File: src/rtl/mcp_controller.sv
// Control unit for a multicycle rv32i-subset datapath: Moore main FSM plus
// combinational immediate-select and ALU decoders.
module mcp_controller (
   input  logic       clk,
   input  logic       reset,
   input  logic [6:0] op,
   input  logic [2:0] funct3,
   input  logic       funct7b5,
   input  logic       zero,
   output logic       pc_write,
   output logic       adr_src,
   output logic       mem_write,
   output logic       ir_write,
   output logic       reg_write,
   output logic [1:0] result_src,
   output logic [1:0] alu_src_a,
   output logic [1:0] alu_src_b,
   output logic [1:0] imm_src,
   output logic [2:0] alu_control,
   output logic [3:0] state_dbg
);

   localparam logic [6:0] OP_LW   = 7'b0000011;
   localparam logic [6:0] OP_SW   = 7'b0100011;
   localparam logic [6:0] OP_R    = 7'b0110011;
   localparam logic [6:0] OP_I    = 7'b0010011;
   localparam logic [6:0] OP_JAL  = 7'b1101111;
   localparam logic [6:0] OP_BEQ  = 7'b1100011;

   localparam logic [2:0] ALU_ADD = 3'b000;
   localparam logic [2:0] ALU_SUB = 3'b001;
   localparam logic [2:0] ALU_AND = 3'b010;
   localparam logic [2:0] ALU_OR  = 3'b011;
   localparam logic [2:0] ALU_SLT = 3'b101;

   localparam logic [1:0] RES_ALUOUT    = 2'b00;
   localparam logic [1:0] RES_DATA      = 2'b01;
   localparam logic [1:0] RES_ALURESULT = 2'b10;

   localparam logic [1:0] SRCA_PC    = 2'b00;
   localparam logic [1:0] SRCA_OLDPC = 2'b01;
   localparam logic [1:0] SRCA_RS1   = 2'b10;

   localparam logic [1:0] SRCB_RS2   = 2'b00;
   localparam logic [1:0] SRCB_IMM   = 2'b01;
   localparam logic [1:0] SRCB_FOUR  = 2'b10;

   typedef enum logic [3:0] {
      S_FETCH    = 4'd0,
      S_DECODE   = 4'd1,
      S_MEMADR   = 4'd2,
      S_MEMREAD  = 4'd3,
      S_MEMWB    = 4'd4,
      S_MEMWRITE = 4'd5,
      S_EXECUTER = 4'd6,
      S_ALUWB    = 4'd7,
      S_EXECUTEI = 4'd8,
      S_JAL      = 4'd9,
      S_BEQ      = 4'd10
   } state_t;

   state_t state_reg;
   state_t state_next;

   logic       pc_update;
   logic       branch;
   logic       ir_write_raw;
   logic       reg_write_raw;
   logic       mem_write_raw;
   logic [1:0] alu_op;

   always_ff @(posedge clk) begin
      if (reset) begin
         state_reg <= S_FETCH;
      end else begin
         state_reg <= state_next;
      end
   end

   always_comb begin
      state_next = S_FETCH;
      case (state_reg)
         S_FETCH:    state_next = S_DECODE;
         S_DECODE: begin
            case (op)
               OP_LW, OP_SW: state_next = S_MEMADR;
               OP_R:         state_next = S_EXECUTER;
               OP_I:         state_next = S_EXECUTEI;
               OP_JAL:       state_next = S_JAL;
               OP_BEQ:       state_next = S_BEQ;
               default:      state_next = S_FETCH;
            endcase
         end
         S_MEMADR:   state_next = (op == OP_LW) ? S_MEMREAD : S_MEMWRITE;
         S_MEMREAD:  state_next = S_MEMWB;
         S_MEMWB:    state_next = S_FETCH;
         S_MEMWRITE: state_next = S_FETCH;
         S_EXECUTER: state_next = S_ALUWB;
         S_EXECUTEI: state_next = S_ALUWB;
         S_JAL:      state_next = S_ALUWB;
         S_ALUWB:    state_next = S_FETCH;
         S_BEQ:      state_next = S_FETCH;
         default:    state_next = S_FETCH;
      endcase
   end

   // Moore outputs: everything here depends on the state alone.
   always_comb begin
      pc_update     = 1'b0;
      branch        = 1'b0;
      ir_write_raw  = 1'b0;
      reg_write_raw = 1'b0;
      mem_write_raw = 1'b0;
      adr_src       = 1'b0;
      result_src    = RES_ALUOUT;
      alu_src_a     = SRCA_PC;
      alu_src_b     = SRCB_RS2;
      alu_op        = 2'b00;
      case (state_reg)
         S_FETCH: begin
            ir_write_raw = 1'b1;
            alu_src_a    = SRCA_PC;
            alu_src_b    = SRCB_FOUR;
            result_src   = RES_ALURESULT;
            pc_update    = 1'b1;
         end
         S_DECODE: begin
            alu_src_a = SRCA_OLDPC;
            alu_src_b = SRCB_IMM;
         end
         S_MEMADR: begin
            alu_src_a = SRCA_RS1;
            alu_src_b = SRCB_IMM;
         end
         S_MEMREAD: begin
            result_src = RES_ALUOUT;
            adr_src    = 1'b1;
         end
         S_MEMWB: begin
            result_src    = RES_DATA;
            reg_write_raw = 1'b1;
         end
         S_MEMWRITE: begin
            result_src    = RES_ALUOUT;
            adr_src       = 1'b1;
            mem_write_raw = 1'b1;
         end
         S_EXECUTER: begin
            alu_src_a = SRCA_RS1;
            alu_src_b = SRCB_RS2;
            alu_op    = 2'b10;
         end
         S_EXECUTEI: begin
            alu_src_a = SRCA_RS1;
            alu_src_b = SRCB_IMM;
            alu_op    = 2'b10;
         end
         S_ALUWB: begin
            result_src    = RES_ALUOUT;
            reg_write_raw = 1'b1;
         end
         S_JAL: begin
            alu_src_a  = SRCA_OLDPC;
            alu_src_b  = SRCB_FOUR;
            result_src = RES_ALUOUT;
            pc_update  = 1'b1;
         end
         S_BEQ: begin
            alu_src_a  = SRCA_RS1;
            alu_src_b  = SRCB_RS2;
            alu_op     = 2'b01;
            result_src = RES_ALUOUT;
            branch     = 1'b1;
         end
         default: begin
            pc_update = 1'b0;
         end
      endcase
   end

   // Reset suppresses every architectural write; zero only reaches pc_write.
   assign pc_write  = ~reset & (pc_update | (branch & zero));
   assign ir_write  = ~reset & ir_write_raw;
   assign reg_write = ~reset & reg_write_raw;
   assign mem_write = ~reset & mem_write_raw;
   assign state_dbg = state_reg;

   always_comb begin
      imm_src = 2'b00;
      case (op)
         OP_LW, OP_I: imm_src = 2'b00;
         OP_SW:       imm_src = 2'b01;
         OP_BEQ:      imm_src = 2'b10;
         OP_JAL:      imm_src = 2'b11;
         default:     imm_src = 2'b00;
      endcase
   end

   // op[5] separates R-type from I-type, so addi with instr[30] set stays add.
   always_comb begin
      alu_control = ALU_ADD;
      case (alu_op)
         2'b00: alu_control = ALU_ADD;
         2'b01: alu_control = ALU_SUB;
         2'b10: begin
            case (funct3)
               3'b000:  alu_control = (op[5] & funct7b5) ? ALU_SUB : ALU_ADD;
               3'b010:  alu_control = ALU_SLT;
               3'b110:  alu_control = ALU_OR;
               3'b111:  alu_control = ALU_AND;
               default: alu_control = ALU_ADD;
            endcase
         end
         default: alu_control = ALU_ADD;
      endcase
   end

endmodule
File: config.mk
export PLATFORM = sky130hd
export DESIGN_NAME = mcp_controller
export DESIGN_NICKNAME = d
export VERILOG_FILES = /design/src/rtl/mcp_controller.sv
export SDC_FILE = /design/constraint.sdc
export NUM_CORES = 1
export LEC_CHECK = 0
export CAP_MARGIN = 20
export CORE_MARGIN = 3
export CORE_UTILIZATION = 36
export DETAILED_ROUTE_END_ITERATION = 12
export PLACE_DENSITY = 0.86
export SKIP_LAST_GASP = 1
export SYNTH_ARGS = -nofsm -noshare
export SYNTH_HDL_FRONTEND = slang
export SYNTH_SLANG_ARGS = --single-unit
File: constraint.sdc
create_clock -name clk -period 2.2 [get_ports clk]
set_input_delay 0.44 -clock clk [delete_from_list [all_inputs] [get_ports clk]]
set_output_delay 0.44 -clock clk [all_outputs]
set_load 0.01 [all_outputs]
==> flow_summary.json <==
{
  "min_period_over_period_pct": 100,
  "crit_fanout": 4,
  "antenna_left": 0,
  "start_kind": "flip-flop",
  "drtPass1Iterations": 7,
  "grt_most_used_layer": "met2",
  "cts_tree": "yes",
  "cp-startpoint": "state_dbg[2]",
  "multi_input_comb_area_um2": 470,
  "htreeDepth": 1,
  "ys_top_cells_by_area": "dfxtp_1 (14%), nor2_1 (6.8%), nor3_1 (6.3%), nand2b_1 (5.6%), nand4bb_4 (5.0%)",
  "cts.sinks": 4,
  "setup_tns_ns": -0.00743,
  "die_width_um": 45.2,
  "crit_path_end": "alu_control[0]",
  "synth_top_family_by_area": "simple AND/OR/NAND/NOR gates",
  "start_util_pct": 40.6,
  "drive_above_1_share_pct": 31.1,
  "die_h_um": 45.2,
  "netlist_area_um2": 554,
  "cts_root_buffer": "clkbuf_4",
  "grt-ovfl-total": 0,
  "core-area_um2": 1370,
  "globalRouteMet3Util_pct": 2.39,
  "track_usage_pct": 20.6,
  "hpwl_mm": 1.50,
  "yosysWarnings": 0,
  "clk_pin_slew_ns": 0.05,
  "antenna_found_initial": 0,
  "die_area_um2": 2050,
  "core.rowCount": 13,
  "grt_max_degree": 12,
  "clockBufferDepth": 2,
  "reg2reg_to": "state_dbg[0]",
  "crit_type": "flip-flop to primary output",
  "p_int_w": 0.000206,
  "drtIter0Drc": 38,
  "synthMuxAreaShare_pct": 0,
  "p_sw_share_pct": 30.3,
  "rrSetupSlack_ns": 0.80,
  "synth_cells": 80,
  "finalSetupViolCount": 1,
  "nets": 150,
  "rr_startpoint": "state_dbg[0]",
  "gp_congestion": 0.832,
  "regArea_um2": 82.6,
  "worstRegToRegCells": 4,
  "grt_pass1_vias": 760,
  "cts_setup_buffers": 0,
  "synth_edf_count": 0,
  "slew_violations": 0,
  "rsz0062_at_grt": "true",
  "power.density_nw_per_um2": 271,
  "cts-buffers-inserted": 3,
  "ir_worst_vdd_mv": 0.234,
  "vias": 833,
  "worst_pin_slew_ns": 0.265,
  "antenna_cells": 0,
  "synthSimpleGateAreaFrac_pct": 47.0,
  "io_pins": 34,
  "hold_buffers": 0,
  "fmax_mhz": 453,
  "cap_violations": 0,
  "drc": 0,
  "violations": "negative setup slack",
  "n_fill_cell": 109,
  "yosysTopAreaCell": "dfxtp_1",
  "ys_seq_elements": 4,
  "drt_wl_total_mm": 2.08,
  "syn2layout_area_growth_pct": 97.1,
  "largest_reg_flops": 4,
  "pwr-share-comb_pct": 40.5,
  "wl_per_cell_um": 14.1,
  "clock_latency_ns": 0.25,
  "grt_use_met1_pct": 23.7,
  "io_buffers": 33,
  "hp-class": "flip-flop to flip-flop",
  "fin_skew_ns": 0.0132,
  "synth-compound-area-share_pct": 21.4,
  "crit_arrival_ns": 1.77,
  "worst_slack_ns": -0.00743,
  "yosysUniqueCellTypes": 37,
  "p_leak_nw": 0.483,
  "grt_pass1_wl_mm": 3.11,
  "synth-main-ff-cell": "dfxtp_1",
  "min_period_ns": 2.21,
  "status": "finished, violations left",
  "pwr-share-clk_pct": 33.4,
  "seq_area_frac_synth_pct": 14.4,
  "switchingPower_w": 0.0000899,
  "synth_xor_area_share_pct": 3.16,
  "synth_fp_nets": 96,
  "synthAdderAreaFrac_pct": 4.51,
  "max_slew_margin_pct": 82.3,
  "critical_path_required_ns": 1.76,
  "synth_top_area_share_pct": 14.4,
  "grt_use_met2_pct": 36.2,
  "cp-end-kind": "primary output",
  "place_ws_ns": -0.246,
  "via_per_inst": 5.67,
  "finalHoldViolCount": 0,
  "ys_async_sr_fraction_pct": 0,
  "avgSynthCellArea_um2": 6.93,
  "p_seq_share_pct": 26.1
}
## cells by family (layout without fill, tap and decap cells)
logic type               Yosys count  after routing
adder cells (fa/ha/maj)            2              2
AO/OA/AOI/OAI                     18             18
XOR/XNOR                           2              2
buffers and inverters              9             61
flip-flops                         4              4
AND/OR/NAND/NOR                   45             45
## layout make-up
class	count	area share, %
clock buffer	3	2.06
tap	15	1.72
sequential	4	7.56
timing repair buffer	53	43.9
inverter	5	1.72
multi-input combinational	67	43.1
## cell usage in the layout, fill, tap and decap left out, types with 2 or more instances in the layout
master	n
buf_6	2
nand2_1	4
dlygate4sd2_1	3
buf_4	18
o21ai_1	2
o21ai_0	4
nand2b_1	4
nor2b_1	2
nand3_1	4
nor3_1	6
and3_1	2
nor2_2	3
nor2_1	8
inv_1	3
dfxtp_2	2
a21oi_2	2
inv_2	2
dfxtp_1	2
clkdlybuf4s50_1	23
clkbuf_4	3
clkbuf_2	2
dlymetal6s2s_1	4
a21oi_1	2
## stage by stage
stage	power, W	std cells	cell area, µm²	hold WS, ns	util, %
after floorplan	0.000115	80	554	0.517	-
after global placement	0.000189	144	1020	0.654	74.6
after detailed placement	0.000191	144	1020	0.664	74.6
after CTS	0.000290	147	1060	0.670	77.7
after global routing	0.000313	147	1090	0.668	79.9
final	0.000296	147	1090	0.641	79.9
## synth_stat cells (2+ instances only)
master and count:
nor4_1 2, nor2b_1 2, buf_6 2, dfxtp_1 4, o21ai_0 4, inv_1 3, nand3_1 4, a21oi_1 4
ha_1 2, nor3_1 7, inv_2 2, and3_1 2, nand2b_1 5, o21ai_1 2, nand2_1 4, nor2_1 10
## how the worst min path moves through the flow
stage / startpoint / to / slack (ns) / cells after the start
CTS: state_dbg[3] / state_dbg[0] / 0.67 / 3
global placement: state_dbg[3] / state_dbg[0] / 0.65 / 3
detailed placement: state_dbg[3] / state_dbg[0] / 0.66 / 3
floorplan: reset / state_dbg[3] / 0.52 / 1
global route: state_dbg[3] / state_dbg[0] / 0.67 / 3
finish: state_dbg[3] / state_dbg[0] / 0.64 / 3
## metal layers
metal  vias to the layer above  wire length, µm  share of wire [%]
li1                        399                -                  -
met1                       377              755                 36
met2                        50             1110                 53
met3                         7              168                8.1
met4                         0               48                2.3
met5                         -                0                  0
## critical path, stage by stage, from the launching register on
cell and delay (ns):
dfxtp_1 0.34, nor2_2 0.14, nand2_1 0.08, a21oi_2 0.16, ha_2 0.21, nand3_1 0.10, nor3_2 0.15, nor3_1 0.08
nor2_1 0.10, clkbuf_2 0.14
## power by group through the flow
stage | Combinational (W) | Sequential, W | Clock [W]
finish | 0.000120 | 0.0000773 | 0.0000989
global route | 0.000129 | 0.0000776 | 0.000106
CTS | 0.000117 | 0.0000768 | 0.0000961
detailed placement | 0.000114 | 0.0000777 | 0
global placement | 0.000111 | 0.0000777 | 0
floorplan | 0.0000361 | 0.0000785 | 0
## what timing repair did
action                     in CTS  in global routing
gates cloned                    0                  0
resized for setup              16                 17
setup endpoints to repair       9                 10
pin swaps                       0                  2
Note: power is estimated with default switching activity, not from simulation.
